**src/rtl/alu_seq.sv**
```systemverilog
// Registered ALU with a valid/ready input handshake: single-cycle simple ops plus
// WIDTH-cycle iterative unsigned multiply (shift-add) and divide (restoring).
module alu_seq #(
  parameter int WIDTH = 8
) (
  input  logic             clk,
  input  logic             rst,
  input  logic             in_valid,
  output logic             in_ready,
  input  logic [WIDTH-1:0] a,
  input  logic [WIDTH-1:0] b,
  input  logic [3:0]       cl,
  output logic             out_valid,
  output logic [WIDTH-1:0] out,
  output logic [WIDTH-1:0] out_hi,
  output logic [4:0]       flags
);

  localparam int CW = $clog2(WIDTH + 1);

  localparam logic [3:0] OP_ADD   = 4'd0;
  localparam logic [3:0] OP_SUB   = 4'd1;
  localparam logic [3:0] OP_AND   = 4'd2;
  localparam logic [3:0] OP_OR    = 4'd3;
  localparam logic [3:0] OP_XOR   = 4'd4;
  localparam logic [3:0] OP_NOT   = 4'd5;
  localparam logic [3:0] OP_SHL   = 4'd6;
  localparam logic [3:0] OP_SHR   = 4'd7;
  localparam logic [3:0] OP_ROL   = 4'd8;
  localparam logic [3:0] OP_ROR   = 4'd9;
  localparam logic [3:0] OP_INC   = 4'd10;
  localparam logic [3:0] OP_DEC   = 4'd11;
  localparam logic [3:0] OP_MUL   = 4'd12;
  localparam logic [3:0] OP_DIV   = 4'd13;
  localparam logic [3:0] OP_SLT   = 4'd14;

  typedef enum logic {IDLE, BUSY} state_e;

  state_e           state_q, state_d;
  logic [CW-1:0]    cnt_q;
  logic             isDiv_q;
  logic [WIDTH-1:0] opA_q, opB_q;
  logic [WIDTH-1:0] hi_q, lo_q;
  logic [WIDTH-1:0] out_q, outHi_q;
  logic [4:0]       flags_q;
  logic             outValid_q;

  logic             accept, isLong, lastIter;

  logic [WIDTH-1:0] opnd2;
  logic [WIDTH:0]   addSum;
  logic [WIDTH-1:0] subRes;
  logic [WIDTH-1:0] simpleRes;
  logic             simpleCarry, simpleOvf;

  logic [WIDTH:0]   mulSum;
  logic [WIDTH:0]   divShift;
  logic             divGe;
  logic [WIDTH-1:0] iterHi, iterLo;
  logic             longDz;
  logic [WIDTH-1:0] longRes, longHi;

  assign accept   = in_valid & in_ready;
  assign isLong   = (cl == OP_MUL) || (cl == OP_DIV);
  assign lastIter = (state_q == BUSY) && (cnt_q == CW'(1));

  always_ff @(posedge clk) begin
    if (rst) state_q <= IDLE;
    else     state_q <= state_d;
  end

  always_comb begin
    state_d = state_q;
    case (state_q)
      IDLE: if (accept && isLong) state_d = BUSY;
      BUSY: if (lastIter)         state_d = IDLE;
      default:                    state_d = IDLE;
    endcase
  end

  always_comb begin
    in_ready  = (state_q == IDLE) & ~rst;
    out_valid = outValid_q;
    out       = out_q;
    out_hi    = outHi_q;
    flags     = flags_q;
  end

  // INC/DEC reuse the ADD/SUB paths with a constant second operand.
  always_comb begin
    opnd2       = ((cl == OP_INC) || (cl == OP_DEC)) ? WIDTH'(1) : b;
    addSum      = {1'b0, a} + {1'b0, opnd2};
    subRes      = a - opnd2;
    simpleRes   = '0;
    simpleCarry = 1'b0;
    simpleOvf   = 1'b0;
    case (cl)
      OP_ADD, OP_INC: begin
        simpleRes   = addSum[WIDTH-1:0];
        simpleCarry = addSum[WIDTH];
        simpleOvf   = (a[WIDTH-1] == opnd2[WIDTH-1]) && (addSum[WIDTH-1] != a[WIDTH-1]);
      end
      OP_SUB, OP_DEC: begin
        simpleRes   = subRes;
        simpleCarry = a < opnd2;
        simpleOvf   = (a[WIDTH-1] != opnd2[WIDTH-1]) && (subRes[WIDTH-1] != a[WIDTH-1]);
      end
      OP_AND: simpleRes = a & b;
      OP_OR:  simpleRes = a | b;
      OP_XOR: simpleRes = a ^ b;
      OP_NOT: simpleRes = ~a;
      OP_SHL: begin
        simpleRes   = {a[WIDTH-2:0], 1'b0};
        simpleCarry = a[WIDTH-1];
      end
      OP_SHR: begin
        simpleRes   = {1'b0, a[WIDTH-1:1]};
        simpleCarry = a[0];
      end
      OP_ROL: begin
        simpleRes   = {a[WIDTH-2:0], a[WIDTH-1]};
        simpleCarry = a[WIDTH-1];
      end
      OP_ROR: begin
        simpleRes   = {a[0], a[WIDTH-1:1]};
        simpleCarry = a[0];
      end
      OP_SLT: simpleRes = WIDTH'($signed(a) < $signed(b));
      default: simpleRes = b;
    endcase
  end

  // hi_q:lo_q is the product accumulator for MUL and remainder:quotient for DIV.
  always_comb begin
    mulSum   = {1'b0, hi_q} + (lo_q[0] ? {1'b0, opB_q} : '0);
    divShift = {hi_q, lo_q[WIDTH-1]};
    divGe    = divShift >= {1'b0, opB_q};
    if (isDiv_q) begin
      iterHi = divGe ? (divShift[WIDTH-1:0] - opB_q) : divShift[WIDTH-1:0];
      iterLo = {lo_q[WIDTH-2:0], divGe};
    end else begin
      iterHi = mulSum[WIDTH:1];
      iterLo = {mulSum[0], lo_q[WIDTH-1:1]};
    end
    longDz  = isDiv_q && (opB_q == '0);
    longRes = longDz ? '1 : iterLo;
    longHi  = longDz ? opA_q : iterHi;
  end

  always_ff @(posedge clk) begin
    if (rst) begin
      cnt_q      <= '0;
      isDiv_q    <= 1'b0;
      opA_q      <= '0;
      opB_q      <= '0;
      hi_q       <= '0;
      lo_q       <= '0;
      out_q      <= '0;
      outHi_q    <= '0;
      flags_q    <= '0;
      outValid_q <= 1'b0;
    end else begin
      outValid_q <= 1'b0;
      if (state_q == IDLE) begin
        if (accept && isLong) begin
          opA_q   <= a;
          opB_q   <= b;
          hi_q    <= '0;
          lo_q    <= a;
          cnt_q   <= CW'(WIDTH);
          isDiv_q <= (cl == OP_DIV);
        end else if (accept) begin
          out_q      <= simpleRes;
          outHi_q    <= '0;
          flags_q    <= {1'b0, simpleOvf, simpleCarry, simpleRes[WIDTH-1], simpleRes == '0};
          outValid_q <= 1'b1;
        end
      end else begin
        hi_q  <= iterHi;
        lo_q  <= iterLo;
        cnt_q <= cnt_q - CW'(1);
        if (lastIter) begin
          out_q      <= longRes;
          outHi_q    <= longHi;
          flags_q    <= {longDz, 1'b0, ~isDiv_q && (iterHi != '0),
                         longRes[WIDTH-1], longRes == '0};
          outValid_q <= 1'b1;
        end
      end
    end
  end

endmodule

```
**config.mk**
```make
export PLATFORM = sky130hd
export DESIGN_NAME = alu_seq
export DESIGN_NICKNAME = d
export VERILOG_FILES = /design/src/rtl/alu_seq.sv
export SDC_FILE = /design/constraint.sdc
export NUM_CORES = 1
export LEC_CHECK = 0
export ABC_AREA = 1
export ABC_CLOCK_PERIOD_IN_PS = 5800
export BUFFER_PORTS_ARGS = -buffer_cell sky130_fd_sc_hd__buf_2
export CAP_MARGIN = 20
export CELL_PAD_IN_SITES_DETAIL_PLACEMENT = 0
export CELL_PAD_IN_SITES_GLOBAL_PLACEMENT = 1
export CORE_ASPECT_RATIO = 1.4
export CORE_MARGIN = 2
export CORE_UTILIZATION = 46
export DETAILED_ROUTE_END_ITERATION = 10
export GPL_ROUTABILITY_DRIVEN = 0
export PLACE_DENSITY = 0.87
export REMOVE_ABC_BUFFERS = 1
export SYNTH_ARGS = -nofsm -noshare
export SYNTH_HDL_FRONTEND = slang
export SYNTH_SLANG_ARGS = --single-unit
```
**constraint.sdc**
```tcl
create_clock -name clk -period 5.8 [get_ports clk]
set_input_delay 0.29 -clock clk [delete_from_list [all_inputs] [get_ports clk]]
set_output_delay 0.29 -clock clk [all_outputs]
set_load 0.1 [all_outputs]
```
# == Word level (Yosys, flattened, before mapping) ==
# Cells that the tools add are included.
# Widths: inputs -> output; s select.
# word_totals
in_bits,23
register_bits,60
out_inout_bits,23
wordCells,105
# classes
n_addsub,5
bitwise,9
order_cmp,3
reduce_logical,21
n_mux,35
n_eq_ne,21
# op_table
operator,count
$mux 8,19
$pmux 8 s11,1
$eq 4x4->1 const B,7
$logic_not 8->1,3
$mux 5,4
$add 8x8->9,2
$eq 4x3->1 const B,4
$lt 8x8->1,2
$sub 8x8->8,2
$ge 9x8->1,1
$and 8x8->8,1
$eq 4x1->1 const B,2
$eq 4x2->1 const B,2
$mux 4,2
$not 8->8,1
$or 8x8->8,1
$reduce_bool 8->1,1
$reduce_or 2->1,4
$xor 8x8->8,1
$logic_and 1x1->1,6
$mux 1,6
$logic_not 4->1,1
$pmux 1 s2,2
$pmux 1 s4,1
11 further kinds,18

# == Longest topological paths before layout ==
# Gate-level depths: netlist of run 1.
# logic_depth
ltp_word,10
mapped_depth,21
mapped_depth_nobuf,20

# == Worst setup path after synthesis of run 1 ==
# OpenSTA, ideal clock, no wires.
# synth_path
path_type,input-to-reg
startpoint,input port rst
endpoint,"register flags_q[0], in the netlist flags[0]"
required_ns,5.678
stages,10
setup_time_ns,0.122
setup_slack_ns,3.387
arrival_ns,2.291
path_cell_list,buf_4 > nor2_2 > nand2_1 > nor3_2 > a21oi_1 > o21ai_2 > inv_2 > buf_6 > o21ai_0 > a21oi_1
# synth_between
elab_chain_len,6
# synth_rtl
element,line_no,text
"start, declared",7,"input logic rst,"
$not 1->1 (*),82,in_ready = (state_q == IDLE) & ~rst;
$and 1x1->1 (*),82,
via in_ready,9,"output logic in_ready,"
$and 1x1->1 (*),63,assign accept = in_valid & in_ready;
$logic_and 1x1->1,165,if (accept && isLong) begin
$ne 2x2->1 (no line),n/a,
$reduce_and 3->1 (no line) (*),n/a,
"end signal, assigned",175,"flags_q <= {1'b0, simpleOvf, simpleCarry, simpleRes[WIDTH-1], simpleRes == '0};"
"end signal, assigned",185,"flags_q <= {longDz, 1'b0, ~isDiv_q && (iterHi != '0),"
"end, declared",45,logic [4:0] flags_q;
# The timed path passes the listed nets; every way through them passes the cells marked *.
# A chain may end at the register's enable or synchronous reset.

# == Worst setup path after layout of run 1 ==
# layout_path
startpoint,register isDiv_q
endpoint,"register flags_q[0], in the netlist flags[0]"
# layout_between
elab_chain_len,5
# layout_rtl
element,line_no,text
"start, declared",41,logic isDiv_q;
"start signal, assigned",171,isDiv_q <= (cl == OP_DIV);
$mux 8 or $logic_and 1x1->1 (tied branches),"138, 145",
$mux 8 (*),146,longRes = longDz ? '1 : iterLo;
$logic_not 8->1 (*),186,"longRes[WIDTH-1], longRes == '0};"
$mux 5 (*),182,if (lastIter) begin
$mux 5 (*),164,if (state_q == IDLE) begin
# Every way passes the cells marked *; elsewhere a longest branch is shown, timed or not. The select of a mux whose other input is x is not followed.

==> metrics, run 1 <==
core area 11760 sq um; Flop pwr share 0.309; ANT cells 0; cts bufs inserted 9; hold buffer count at cts 0; final count of hold timing violations 0; Crit path arrival time approximately 2.9 ns; # IOs 46; Routed WL per cell roughly 16 um; Setup violations, final 0; min-delay worst type primary input to flip-flop; synthesis-stage register bit count 59; Post-synth EDFFs 0; synthesized area per cell 6.218 sq um; Worst Tran Pin Value 0.8278 ns; Crit Path Max Fanout 22; GRT overflow 0; Die Width 96.54 um; worst skew pair latency about 0.33 ns; port bufs 45; setup TNS 0 ns; Static Leakage between 3 and 4 nW; Post-Syn Area approximately 5500 sq um; residual DRC count 0; area delta synth->final 11.37%; fin crit share 0.4535; Crit Reg-Reg Startpoint isDiv_q$_SDFFE_PP0P_; Setup CP Type flip-flop to flip-flop; Filler Cell Count about 1300; H-tree level count 3; root buffer cell clkbuf_16; Reg2Reg Setup Slack 3.17 ns; Multi-input gate area approximately 3700 sq um; worst relative slew slack 0.4475; pin count of the biggest net entering global routing 43; Clock Tree Buf Depth 2; startpoint types flip-flop; hpwl dp approximately 13000 um; Sw Ratio 0.3183; initial antenna violation count 0; most frequent cells in the layout nand2_1, inv_1, a21oi_1; clk sink count 59; vias per cell around 5.4; fin crit period roughly 2.6 ns; Initial Utilization 0.4689; CP Capture Type flip-flop; Cell Rows 47; worst r2r dst flags[0]$_SDFFE_PP0P_; combinational fraction of design power 0.238; CTS-repair resized insts 0; vias in the first global route roughly 5400; DRT Wirelength about 17000 um; die area roughly 13000 sq um; commonest non-fill, non-tap cell in the layout nand2_1; FF/Latch Area 1181 sq um; Syn Inst Count a little under 900; global-route wire length before repair around 27000 um; fin. max-slew vios 0; chip height 133.6 um; Hold Crit Start b[1]; GRT Overall Usage 0.2776; fin util 0.5222; status finished clean; nets between 1000 and 1500; max-cap viol count 0; initial DRC count 398; WP data required approximately 6.0 ns; Net Switching about 0.44 mW; number of synthesis warnings 0; hold path endpoint opB_q[1]$_SDFFE_PP0P_; skew final between 0.008 and 0.009 ns; post-synth cell types 41; total power draw about 1.4 mW; Post-synth ARST share 0; hold slack final between 0.3 and 0.4 ns; share of cells above drive strength 1 0.09524; Worst-path clk slew approximately 0.050 ns; DRT Pass-1 Iters 7; Reg2Reg Depth 7; Most used DFF post-synth dfxtp_1; fmax roughly 380 MHz; setup repair bufs after CTS 0; Internal Pwr Total just over 0.9 mW; vias 5803; Clk network pwr share 0.452; unrepaired setup endpoints after global routing false; PwrDens about 220 nW/um^2; CTS tree yes; sequential fraction of the synthesis area 0.2142; worst hold path depth 3; VDD IR max between 0.0001 and 0.00015 V; Post-DRT Antenna Nets 0
## Yosys cell counts (4+ instances only)
cell / n / area share
a21oi_1: 77 / 0.070
a31oi_1: 6 / 0.0068
buf_2: 10 / 0.0091
buf_4: 5 / 0.0068
buf_6: 4 / 0.0082
clkbuf_1: 8 / 0.0054
dfxtp_1: 59 / 0.21
fa_1: 4 / 0.015
ha_1: 59 / 0.13
inv_1: 121 / 0.082
nand2_1: 262 / 0.18
nand3_1: 73 / 0.066
nand3b_1: 6 / 0.0082
nand4_1: 25 / 0.028
nor2_1: 65 / 0.044
nor3_1: 4 / 0.0036
o211ai_1: 10 / 0.014
o21ai_0: 37 / 0.034
o21ai_2: 4 / 0.0064
o22ai_1: 4 / 0.0045
or2_2: 4 / 0.0045
xor2_1: 5 / 0.0079
## cell families (layout without fill, tap and decap cells)
kind of cell    after synthesis  after routing  synth area share
simple gates                455            455            0.3566
fa+ha+maj                    63             63            0.1484
buf+inv                     151            188            0.1139
flops                        59             59            0.2142
xor+xnor                      8              8           0.01270
compound gates              148            148            0.1488
mux                           3              3          0.005445
## how the worst max path moves through the flow
stage                                  end                 start  slack [ns]
floorplan           out_hi[1]$_SDFFE_PP0P_    state_q$_SDFF_PP0_        2.39
global placement      hi_q[3]$_SDFFE_PP0P_                   rst        2.91
detailed placement    hi_q[3]$_SDFFE_PP0P_                   rst        2.95
CTS                  flags[0]$_SDFFE_PP0P_  isDiv_q$_SDFFE_PP0P_        3.24
global route         flags[0]$_SDFFE_PP0P_                 cl[3]        2.94
finish               flags[0]$_SDFFE_PP0P_  isDiv_q$_SDFFE_PP0P_        3.17
## worst max-delay path, cell delays in order (launching register included)
cell and delay, ns:
dfxtp_1 0.84, inv_1 0.46, nor3_1 0.27, nand2_1 0.40, nand3_1 0.25, nor4_1 0.07
a21oi_1 0.13, a21oi_1 0.08
## final cells by class
cell class,count,share of cell area
Multi-Input combinational cell,677,0.6034
Clock inverter,6,0.01813
Tap cell,147,0.02994
Timing Repair Buffer,49,0.04217
Clock buffer,10,0.03891
Inverter,123,0.07517
Sequential cell,59,0.1923
## routing by layer
| metal | wire, um | global-route usage |
|---|---|---|
| met1 | 6689 | 0.3107 |
| met2 | 8761 | 0.4869 |
| met3 | 612 | 0.03281 |
| met4 | 1078 | 0.1698 |
| met5 | 0 | 0 |
## metrics by stage
| step | worst slack, ns | std cells | instance area, sq um |
|---|---|---|---|
| 3_3_place_gp | 2.915 | 1054 | 5781 |
| 2_1_floorplan | 2.389 | 859 | 5349 |
| 3_5_place_dp | 2.949 | 1054 | 5781 |
| 4_1_cts | 3.241 | 1070 | 6131 |
| 6_report | 3.170 | 1071 | 6142 |
| 5_1_grt | 2.943 | 1071 | 6142 |
## power by group through the flow
stage	Combinational, mW	Sequential [mW]	Clock, mW
6_report	0.327	0.424	0.621
5_1_grt	0.363	0.425	0.646
4_1_cts	0.325	0.424	0.625
3_5_place_dp	0.324	0.433	0
3_3_place_gp	0.323	0.433	0
2_1_floorplan	0.181	0.482	0
## flip-flops by register name (all words and copies together) (netlist names)
name / count
cnt_q: 4
out: 7
opB_q: 8
state_q: 1
lo_q: 8
opA_q: 8
flags: 5
out_valid: 1
isDiv_q: 1
out_hi: 8
hi_q: 8
Power figures use the tool's default switching activity.
==> inputs of run 2 (changes only) <==
--- a/config.mk
+++ b/config.mk
@@ -6,17 +6,17 @@
 export NUM_CORES = 1
 export LEC_CHECK = 0
 export ABC_AREA = 1
-export ABC_CLOCK_PERIOD_IN_PS = 5800
+export ABC_CLOCK_PERIOD_IN_PS = 2400
 export BUFFER_PORTS_ARGS = -buffer_cell sky130_fd_sc_hd__buf_2
 export CAP_MARGIN = 20
 export CELL_PAD_IN_SITES_DETAIL_PLACEMENT = 0
 export CELL_PAD_IN_SITES_GLOBAL_PLACEMENT = 1
 export CORE_ASPECT_RATIO = 1.4
 export CORE_MARGIN = 2
-export CORE_UTILIZATION = 46
+export CORE_UTILIZATION = 39
 export DETAILED_ROUTE_END_ITERATION = 10
 export GPL_ROUTABILITY_DRIVEN = 0
-export PLACE_DENSITY = 0.87
+export PLACE_DENSITY = 0.79
 export REMOVE_ABC_BUFFERS = 1
 export SYNTH_ARGS = -nofsm -noshare
 export SYNTH_HDL_FRONTEND = slang
==> constraint.sdc (replaced) <==
create_clock -name clk -period 2.4 [get_ports clk]
set_input_delay 0.12 -clock clk [delete_from_list [all_inputs] [get_ports clk]]
set_output_delay 0.12 -clock clk [all_outputs]
set_load 0.1 [all_outputs]
==> metrics, run 2 (synthesized netlist as in run 1, its figures left out) <==
status finished clean; DRT Wirelength 18630 um (+8.7%); CP Depth 15 (+8); Critical path origin lo_q[7]$_SDFFE_PP0P_; clk sink count 59 (unchanged); startpoint types flip-flop; vias per cell 5.154 (-4.9%); max-cap viol count 0 (unchanged); largest delay contributor family on the critical path simple AND/OR/NAND/NOR gates; WP data required 2.67 ns (-3.35 ns); initial antenna violation count 0 (unchanged); DRT Pass-1 Iters 5 (-2); Initial Utilization 0.3983 (-0.07063); Routed WL per cell 16.04 um (+0.19%); chip height 144.7 um (+8.3%); M1 GR Usage 0.2666 (-0.04415); nets 1058 (+5.3%); Static Leakage 3.405 nW (+7.7%); PwrDens 499.8 nW/um^2 (+120%); Sw Ratio 0.3308 (+0.01257); Internal Pwr Total 2.226 mW (+140%); H-tree level count 3 (unchanged); initial DRC count 300 (-25%); area delta synth->final 20.67%; M2 GR Usage 0.5026 (+0.01570); fin crit share 0.9251 (+0.4716); Buf/Inv on CP 4 (+3); Top Usage Layer GRT met2; routing usage on met3 0.02642 (-0.006384); Crit Reg-Reg Startpoint lo_q[7]$_SDFFE_PP0P_; CP Capture Type flip-flop; GRT Overall Usage 0.2511 (-0.02649); Worst Tran Pin Value 0.5527 ns (-0.2751 ns); Slowest-stage cell, CP dfxtp_1; CP Capture Point out_hi[4]$_SDFFE_PP0P_; Clk network pwr share 0.434 (-0.018); Die Width 104.5 um (+8.3%); GRT overflow 0 (unchanged); worst skew pair latency 0.34 ns (about the same); fin. max-slew vios 0 (unchanged); pin count of the biggest net entering global routing 42 (-2.3%); unrepaired setup endpoints after global routing false; hpwl dp 14660 um (+9.0%); Post-DRT Antenna Nets 0 (unchanged); Cell Rows 51 (+8.5%); worst r2r dst out_hi[4]$_SDFFE_PP0P_; cts bufs inserted 9 (unchanged); Setup CP Type flip-flop to flip-flop; Worst-path clk slew 0.06 ns (about the same); residual DRC count 0 (unchanged); VDD IR max 0.0004255 V (+200%); vias in the first global route 5851 (+8.4%); CTS tree yes; most frequent cells in the layout nand2_1, inv_1, a21oi_1; fin util 0.4806 (-0.04162); fin crit period 2.220 ns (-0.4102 ns); skew final 0.01138 ns (+0.002865 ns); Setup violations, final 0 (unchanged); critical-path cell list inv_1 > ha_1 > inv_1 > fa_2 > inv_1 > nor2_1 > nor2_1 > xnor2_1 > nor2_1 > nand2_1 > nand3_1 > buf_4 > nand2_1 > o211ai_1 > a21oi_1; Hold Crit Start cl[0]; Reg2Reg Depth 15 (+8); min-delay worst type primary input to flip-flop; setup repair bufs after CTS 0 (unchanged); Reg2Reg Setup Slack 0.18 ns (-2.99 ns); die area 15120 sq um (+17%); Crit Path Max Fanout 2 (-91%); core area 13850 sq um (+18%); # IOs 46 (unchanged); Crit path arrival time 2.49 ns (-0.36 ns); combinational fraction of design power 0.259 (+0.021); total power draw 3.326 mW (+140%); final count of hold timing violations 0 (unchanged); worst relative slew slack 0.6295 (+0.1820); share of cells above drive strength 1 0.1597 (+0.06443); port bufs 45 (unchanged); root buffer cell clkbuf_16; Clock Tree Buf Depth 2 (unchanged); Net Switching 1.100 mW (+150%); global-route wire length before repair 29680 um (+8.5%); fmax 450.4 MHz (+18%); slowest stage delay, CP 0.34 ns (-0.50 ns); ANT cells 0 (unchanged); vias 5989 (+3.2%); commonest non-fill, non-tap cell in the layout nand2_1; Flop pwr share 0.307 (-0.002)
run 2: layout make-up:
| cell class | count | area [sq um] |
|---|---|---|
| Tap cell | 185 | 231.5 |
| Timing Repair Buffer | 102 | 665.6 |
| Clock inverter | 4 | 72.57 |
| Inverter | 123 | 461.7 |
| Sequential cell | 59 | 1186 |
| Clock buffer | 12 | 256.5 |
| Multi-Input combinational cell | 677 | 3781 |
| Fill cell | 1517 | 7192 |
run 2: worst min-delay path by stage:
stage          slack [ns]  cells past startpoint                     end
3_3_place_gp         0.45                      2  out_hi[5]$_SDFFE_PP0P_
2_1_floorplan        0.19                      1   flags[1]$_SDFFE_PP0P_
3_5_place_dp         0.45                      2     out[0]$_SDFFE_PP0P_
5_1_grt              0.15                      3    isDiv_q$_SDFFE_PP0P_
6_report             0.13                      3    isDiv_q$_SDFFE_PP0P_
4_1_cts              0.13                      3    isDiv_q$_SDFFE_PP0P_
run 2: what timing repair did:
action                                  in CTS  in global routing
gates resized for setup                      0                 18
endpoints found under the setup margin       0                  9
hold buffers                                 0                  0
run 2: power groups by stage:
| stage | Sequential [mW] | Combinational, mW | Clock, mW |
|---|---|---|---|
| finish | 1.02 | 0.861 | 1.44 |
| global placement | 1.04 | 0.850 | 0 |
| CTS | 1.02 | 0.850 | 1.45 |
| floorplan | 1.17 | 0.437 | 0 |
| detailed placement | 1.04 | 0.847 | 0 |
| global route | 1.02 | 0.951 | 1.49 |
run 2: per-stage QoR:
step / hold WS, ns / setup TNS [ns] / worst slack, ns / area [sq um] / std cells
after floorplan: 0.1891 / -42.12 / -1.011 / 5349 / 859
after global placement: 0.4519 / -0.1583 / -0.1439 / 6246 / 1146
after detailed placement: 0.4526 / -0.1382 / -0.1087 / 6246 / 1146
after CTS: 0.1342 / 0 / 0.1188 / 6575 / 1162
after global routing: 0.1533 / 0 / 0.001815 / 6655 / 1162
final: 0.1298 / 0 / 0.1798 / 6655 / 1162
run 2: worst register-to-register path, delay by kind of cell (launching register included):
family | cells | cell delay [ns]
AND/OR/NAND/NOR | 6 | 0.55
flip-flops | 1 | 0.34
AO/OA/AOI/OAI | 2 | 0.22
XOR/XNOR | 1 | 0.24
buffers and inverters | 4 | 0.38
adder cells (fa/ha/maj) | 2 | 0.44
run 2: metal layers:
metal,part of all wire,vias to the layer above
li1,-,3058
met1,0.39,2727
met2,0.54,158
met3,0.035,46
met4,0.034,0
met5,0,-
